File: src/rtl/rt_pkg.sv
// Shared types and constants for the reaction-timer control FSM.
package rt_pkg;

    typedef enum logic [2:0] {
        IDLE      = 3'd0,
        CLEAR     = 3'd1,
        WAIT_RAND = 3'd2,
        TIMING    = 3'd3,
        SHOW      = 3'd4,
        ERR_EARLY = 3'd5,
        ERR_LATE  = 3'd6
    } rt_state_t;

    // Feedback taps at positions 16,14,13,11 (bit 15 = position 16).
    localparam logic [15:0] RT_LFSR_TAPS = 16'hB400;

    typedef struct packed {
        logic time_clr;
        logic record_wait;
        logic stop;
        logic led;
        logic err_early;
        logic err_late;
    } rt_out_t;

    localparam rt_out_t RT_OUT_IDLE = '{time_clr: 1'b1, default: 1'b0};

endpackage

File: src/rtl/rt_lfsr.sv
// Free-running 16-bit Fibonacci LFSR; a nonzero seed keeps it off the all-zero lockup state.
module rt_lfsr
    import rt_pkg::*;
#(
    parameter logic [15:0] SEED = 16'hACE1
) (
    input  logic        clk,
    input  logic        rst_n,
    output logic [15:0] q
);

    // NOTE: clocked state uses non-blocking (<=) so every flop samples pre-edge values.
    always_ff @(posedge clk or negedge rst_n) begin
        if (!rst_n) begin
            q <= SEED;
        end else begin
            q <= {q[14:0], ^(q & RT_LFSR_TAPS)};
        end
    end

endmodule

File: src/rtl/reaction_ctrl_fsm.sv
// Reaction-timer control: random fore-period, stimulus lamp, counter sequencing
// and early/late error flags.
module reaction_ctrl_fsm
    import rt_pkg::*;
#(
    parameter int unsigned TICK_DIV  = 1000,
    parameter int unsigned MIN_DLY   = 500,
    parameter int unsigned RAND_BITS = 10,
    parameter logic [15:0] SEED      = 16'hACE1
) (
    input  logic clk,
    input  logic rst_n,
    input  logic start,
    input  logic stop_btn,
    input  logic err_long,
    output logic time_clr,
    output logic record_wait,
    output logic stop,
    output logic led,
    output logic err_early,
    output logic err_late
);

    localparam int unsigned DLY_W = $clog2(MIN_DLY + 2**RAND_BITS) + 1;
    localparam int unsigned PRE_W = $clog2(TICK_DIV);

    rt_state_t        state;
    rt_state_t        state_next;
    rt_out_t          outs;
    logic [15:0]      lfsr;
    logic [PRE_W-1:0] prescaler;
    logic [DLY_W-1:0] dly;
    logic             tick;

    rt_lfsr #(.SEED(SEED)) u_lfsr (
        .clk   (clk),
        .rst_n (rst_n),
        .q     (lfsr)
    );

    // Only the low RAND_BITS of the LFSR feed the fore-period.
    if (RAND_BITS < 16) begin : g_lfsr_unused
        logic lfsr_hi_unused;
        assign lfsr_hi_unused = ^lfsr[15:RAND_BITS];
    end

    assign tick = (state == WAIT_RAND) && (prescaler == PRE_W'(TICK_DIV - 1));

    always_ff @(posedge clk or negedge rst_n) begin
        if (!rst_n) begin
            state <= IDLE;
        end else begin
            state <= state_next;
        end
    end

    always_ff @(posedge clk or negedge rst_n) begin
        if (!rst_n) begin
            prescaler <= '0;
            dly       <= '0;
        end else if (state == CLEAR) begin
            prescaler <= '0;
            dly       <= DLY_W'(MIN_DLY) + DLY_W'(lfsr[RAND_BITS-1:0]);
        end else if (state == WAIT_RAND) begin
            prescaler <= tick ? '0 : prescaler + 1'b1;
            if (tick) begin
                dly <= dly - 1'b1;
            end
        end
    end

    // NOTE: default assignment first in every combinational block, so no path infers a latch.
    always_comb begin
        state_next = state;
        case (state)
            IDLE:      if (start) state_next = CLEAR;
            CLEAR:     state_next = WAIT_RAND;
            WAIT_RAND: begin
                if (stop_btn) begin
                    state_next = ERR_EARLY;
                end else if (tick && dly == DLY_W'(1)) begin
                    state_next = TIMING;
                end
            end
            TIMING: begin
                if (stop_btn) begin
                    state_next = SHOW;
                end else if (err_long) begin
                    state_next = ERR_LATE;
                end
            end
            SHOW, ERR_EARLY, ERR_LATE: if (start) state_next = CLEAR;
            default:   state_next = IDLE;
        endcase
    end

    always_comb begin
        outs = RT_OUT_IDLE;
        case (state)
            IDLE, CLEAR: outs = RT_OUT_IDLE;
            WAIT_RAND:   outs = '0;
            TIMING:      outs = '{record_wait: 1'b1, led: 1'b1, default: 1'b0};
            SHOW:        outs = '{stop: 1'b1, default: 1'b0};
            ERR_EARLY:   outs = '{time_clr: 1'b1, err_early: 1'b1, default: 1'b0};
            ERR_LATE:    outs = '{stop: 1'b1, err_late: 1'b1, default: 1'b0};
            default:     outs = RT_OUT_IDLE;
        endcase
    end

    assign time_clr    = outs.time_clr;
    assign record_wait = outs.record_wait;
    assign stop        = outs.stop;
    assign led         = outs.led;
    assign err_early   = outs.err_early;
    assign err_late    = outs.err_late;

endmodule

File: config.mk
export PLATFORM = sky130hd
export DESIGN_NAME = reaction_ctrl_fsm
export DESIGN_NICKNAME = d
export VERILOG_FILES = /design/src/rtl/rt_pkg.sv /design/src/rtl/rt_lfsr.sv /design/src/rtl/reaction_ctrl_fsm.sv
export SDC_FILE = /design/constraint.sdc
export NUM_CORES = 1
export LEC_CHECK = 0
export ABC_AREA = 1
export ABC_CLOCK_PERIOD_IN_PS = 2000
export BUFFER_PORTS_ARGS = -buffer_cell sky130_fd_sc_hd__buf_2
export CAP_MARGIN = 0
export CORE_UTILIZATION = 30
export CTS_CLUSTER_DIAMETER = 30
export DETAILED_ROUTE_END_ITERATION = 10
export HOLD_SLACK_MARGIN = 0.03
export PLACE_DENSITY = 0.54
export SLEW_MARGIN = 20
export SYNTH_ARGS = -nofsm -noshare
export SYNTH_HDL_FRONTEND = slang
export SYNTH_SLANG_ARGS = --single-unit
File: constraint.sdc
create_clock -name clk -period 2 [get_ports clk]
set_input_delay 0 -clock clk [delete_from_list [all_inputs] [get_ports clk]]
set_output_delay 0 -clock clk [all_outputs]
set_load 0.01 [all_outputs]
==> run_results.csv <==
group,metric,value,unit
layout,nFillCells,767,
sta,whs,0.0671,ns
routing,viasPerCell,4.62,
logic_synthesis,syn_inst,312,
layout,final_net_count,335,
sta,fin_crit_sh,83.2,%
logic_synthesis,synthTopCellsByArea,"dfrtp_1, nand2_1, dfstp_2",
clocking,tritoncts,"yes",
routing,routed_wirelength,4960,um
floorplanning,ioPinCount,11,
logic_synthesis,synth.distinct_cells,28,
floorplanning,coreArea,7410,um^2
global_route,grt_max_degree,24,
power_and_ir_drop,powerDensity,1160,nW/um^2
clocking,clock-root-buffer,"clkbuf_8",
job,drv_cap,0,
setup_path,regToRegSetupSlack,0.34,ns
sta,worst_pin_slew,0.594,ns
layout,layout-drive-gt1-share,15.3,%
logic_synthesis,synth-edff-count,0,
logic_synthesis,synth_seq_area_share,44.3,%
place,placed_area,2470,um^2
routing,antenna_left,0,
floorplanning,dieArea,8150,um^2
power_and_ir_drop,leakage,1.23,nW
setup_path,path_max_fanout,20,
floorplanning,die_x,90.3,um
global_route,grt_pass1_vias,1768,
routing,drtIter0Drc,106,
logic_synthesis,synth_area,2340,um^2
routing,vias,1967,
clocking,clk_latency,0.30,ns
floorplanning,rows,31,
logic_synthesis,yosys.area.top_type_share,35.3,%
routing,dr.pass1.iters,4,
setup_path,required,2.18,ns
logic_synthesis,ys_seq_elements,41,
sta,setup-violations-final,0,
global_route,track_usage,12.9,%
clocking,cts.htree.levels,2,
logic_synthesis,synthArstFlopShare,100,%
logic_synthesis,synth_common_cells,"nand2_1, nor2_1, inv_1, nand3_1, dfrtp_1",
layout,antennaDiodeCount,0,
clocking,cts_resized,0,
sta,clock.fmax,0.601,GHz
sta,tns,0,ns
global_route,antenna_found_initial,0,
setup_path,rr_worst_depth,8,
global_route,grt_overflow,0,
clocking,numCtsBuffers,5,
clocking,cts_setup_buffers,0,
sta,relSlewSlack,60.4,%
setup_path,start_kind,"flip-flop",
floorplanning,start_util,31.6,%
worst_hold_path,holdPathEnd,"state[1]$_DFFE_PN0P_",
worst_hold_path,min_path_type,"in2reg",
run_status,status,"completed",
setup_path,cp-end-kind,"flip-flop",
clocking,cts_hold_buf,1,
setup_path,worstSetupPathType,"reg2reg",
clocking,clk_pin_slew,0.08,ns
place,gp_congestion,0.873,
logic_synthesis,yosys_warnings,0,
layout,stdcell_area,2590,um^2
clocking,clock_sinks,41,
floorplanning,die_height,90.3,um
layout,syn2layout_area_growth,10.8,%
logic_synthesis,synth_ff_type,"dfrtp_1",
sta,period_minus_slack,1.66,ns
worst_hold_path,holdCritStartpoint,"stop_btn",
sta,fin_skew,0.0116,ns
setup_path,r2r_end,"dly[11]$_DFFE_PN0P_",
place,hpwl,3630,um
sta,maxSlewViolCount,0,
logic_synthesis,yosysMostFrequentCell,"nand2_1",
place,port_buffers,10,
routing,route.detailed.drc,0,
worst_hold_path,hold_depth,4,
routing,wl_per_cell,11.6,um
logic_synthesis,syn_nets,321,
power_and_ir_drop,ir_drop,0.271,mV
clocking,ctsLongestPathBuffers,2,
global_route,grt_pass1_wl,8500,um
setup_path,r2r_start,"state[0]$_DFFE_PN0P_",
setup_path,arrival,1.85,ns
sta,rsz0062_at_grt,"no",
sta,final_hold_viol_count,0,
logic_synthesis,syn_avg_cell_area,7.50,um^2
logic_synthesis,yosysTopAreaCell,"dfrtp_1",
[cells by family after synthesis]
group	Yosys count	synth area share (%)
compound gates	30	7.22
xor+xnor	8	3.00
fa+ha+maj	4	2.14
buf+inv	47	9.04
flops	41	44.3
simple gates	182	34.3
[final cells by class]
| type | instances | area (um^2) | share of cell area (%) |
|---|---|---|---|
| Inverter | 40 | 150 | 5.79 |
| Clock inverter | 2 | 35.0 | 1.35 |
| Timing Repair Buffer | 14 | 82.6 | 3.19 |
| Tap cell | 99 | 124 | 4.78 |
| Multi-Input combinational cell | 224 | 1090 | 42.1 |
| Sequential cell | 41 | 1040 | 40.0 |
| Clock buffer | 6 | 72.6 | 2.80 |
[critical path, cell delays in order, from the launching register on]
cell	delay [ns]
dfrtp_1	0.51
inv_2	0.14
nand3_2	0.13
nor2_1	0.12
nand2_1	0.07
nand2_2	0.34
inv_2	0.12
nand2_1	0.09
nand2_1	0.05
[power breakdown]
part / total (mW) / internal [mW] / switching [mW]
Combinational: 1.19 / 0.385 / 0.803
Clock: 0.660 / 0.371 / 0.289
Sequential: 1.16 / 0.985 / 0.180
[cell usage in the layout, fill, tap and decap left out, drive strengths merged]
cell type and count:
clkbuf 6, dfrtp 33, nand3b 1, nor2 45
nor3 10, nand3 36, nand2 87, nand4 3
a31oi 1, inv 40, o211ai 3, o21a 1
dlygate4sd3 1, xnor2 4, bufinv 1, dfstp 8
o21ai 16, buf 13, clkinv 1, xor2 4
ha 4, a21oi 9
[sequential cells by signal, summed over array words and instances, names as in the netlist]
register   count
dly           12
prescaler     10
state          3
u_lfsr.q      16
[worst max-delay path by stage]
stage          slack (ns)                      from  depth (start not counted)                    to
6_report             0.34      state[0]$_DFFE_PN0P_                          8   dly[11]$_DFFE_PN0P_
5_1_grt              0.12      state[0]$_DFFE_PN0P_                          8   dly[11]$_DFFE_PN0P_
4_1_cts              0.33      state[0]$_DFFE_PN0P_                          8   dly[11]$_DFFE_PN0P_
3_5_place_dp         0.36      state[0]$_DFFE_PN0P_                          8    dly[5]$_DFFE_PN0P_
3_3_place_gp         0.33      state[0]$_DFFE_PN0P_                          8    dly[9]$_DFFE_PN0P_
2_1_floorplan        0.60  prescaler[0]$_DFFE_PN0P_                         10  state[1]$_DFFE_PN0P_
[per-layer routing]
metal | vias up | GRT usage, % | routed length [um]
li1 | 1016 | - | -
met4 | 0 | 3.63 | 54
met1 | 913 | 18.5 | 2540
met3 | 4 | 2.61 | 180
met2 | 34 | 19.8 | 2190
met5 | - | 0 | 0
[stage by stage]
| step | util, % | worst slack (ns) | power (mW) | cells |
|---|---|---|---|---|
| after floorplan | - | 0.597 | 2.14 | 312 |
| after global placement | 33.4 | 0.334 | 2.36 | 417 |
| after detailed placement | 33.4 | 0.356 | 2.36 | 417 |
| after CTS | 35.0 | 0.334 | 3.04 | 426 |
| after global routing | 35.0 | 0.117 | 3.29 | 426 |
| final | 35.0 | 0.336 | 3.01 | 426 |
Power figures use the tool's default switching activity.
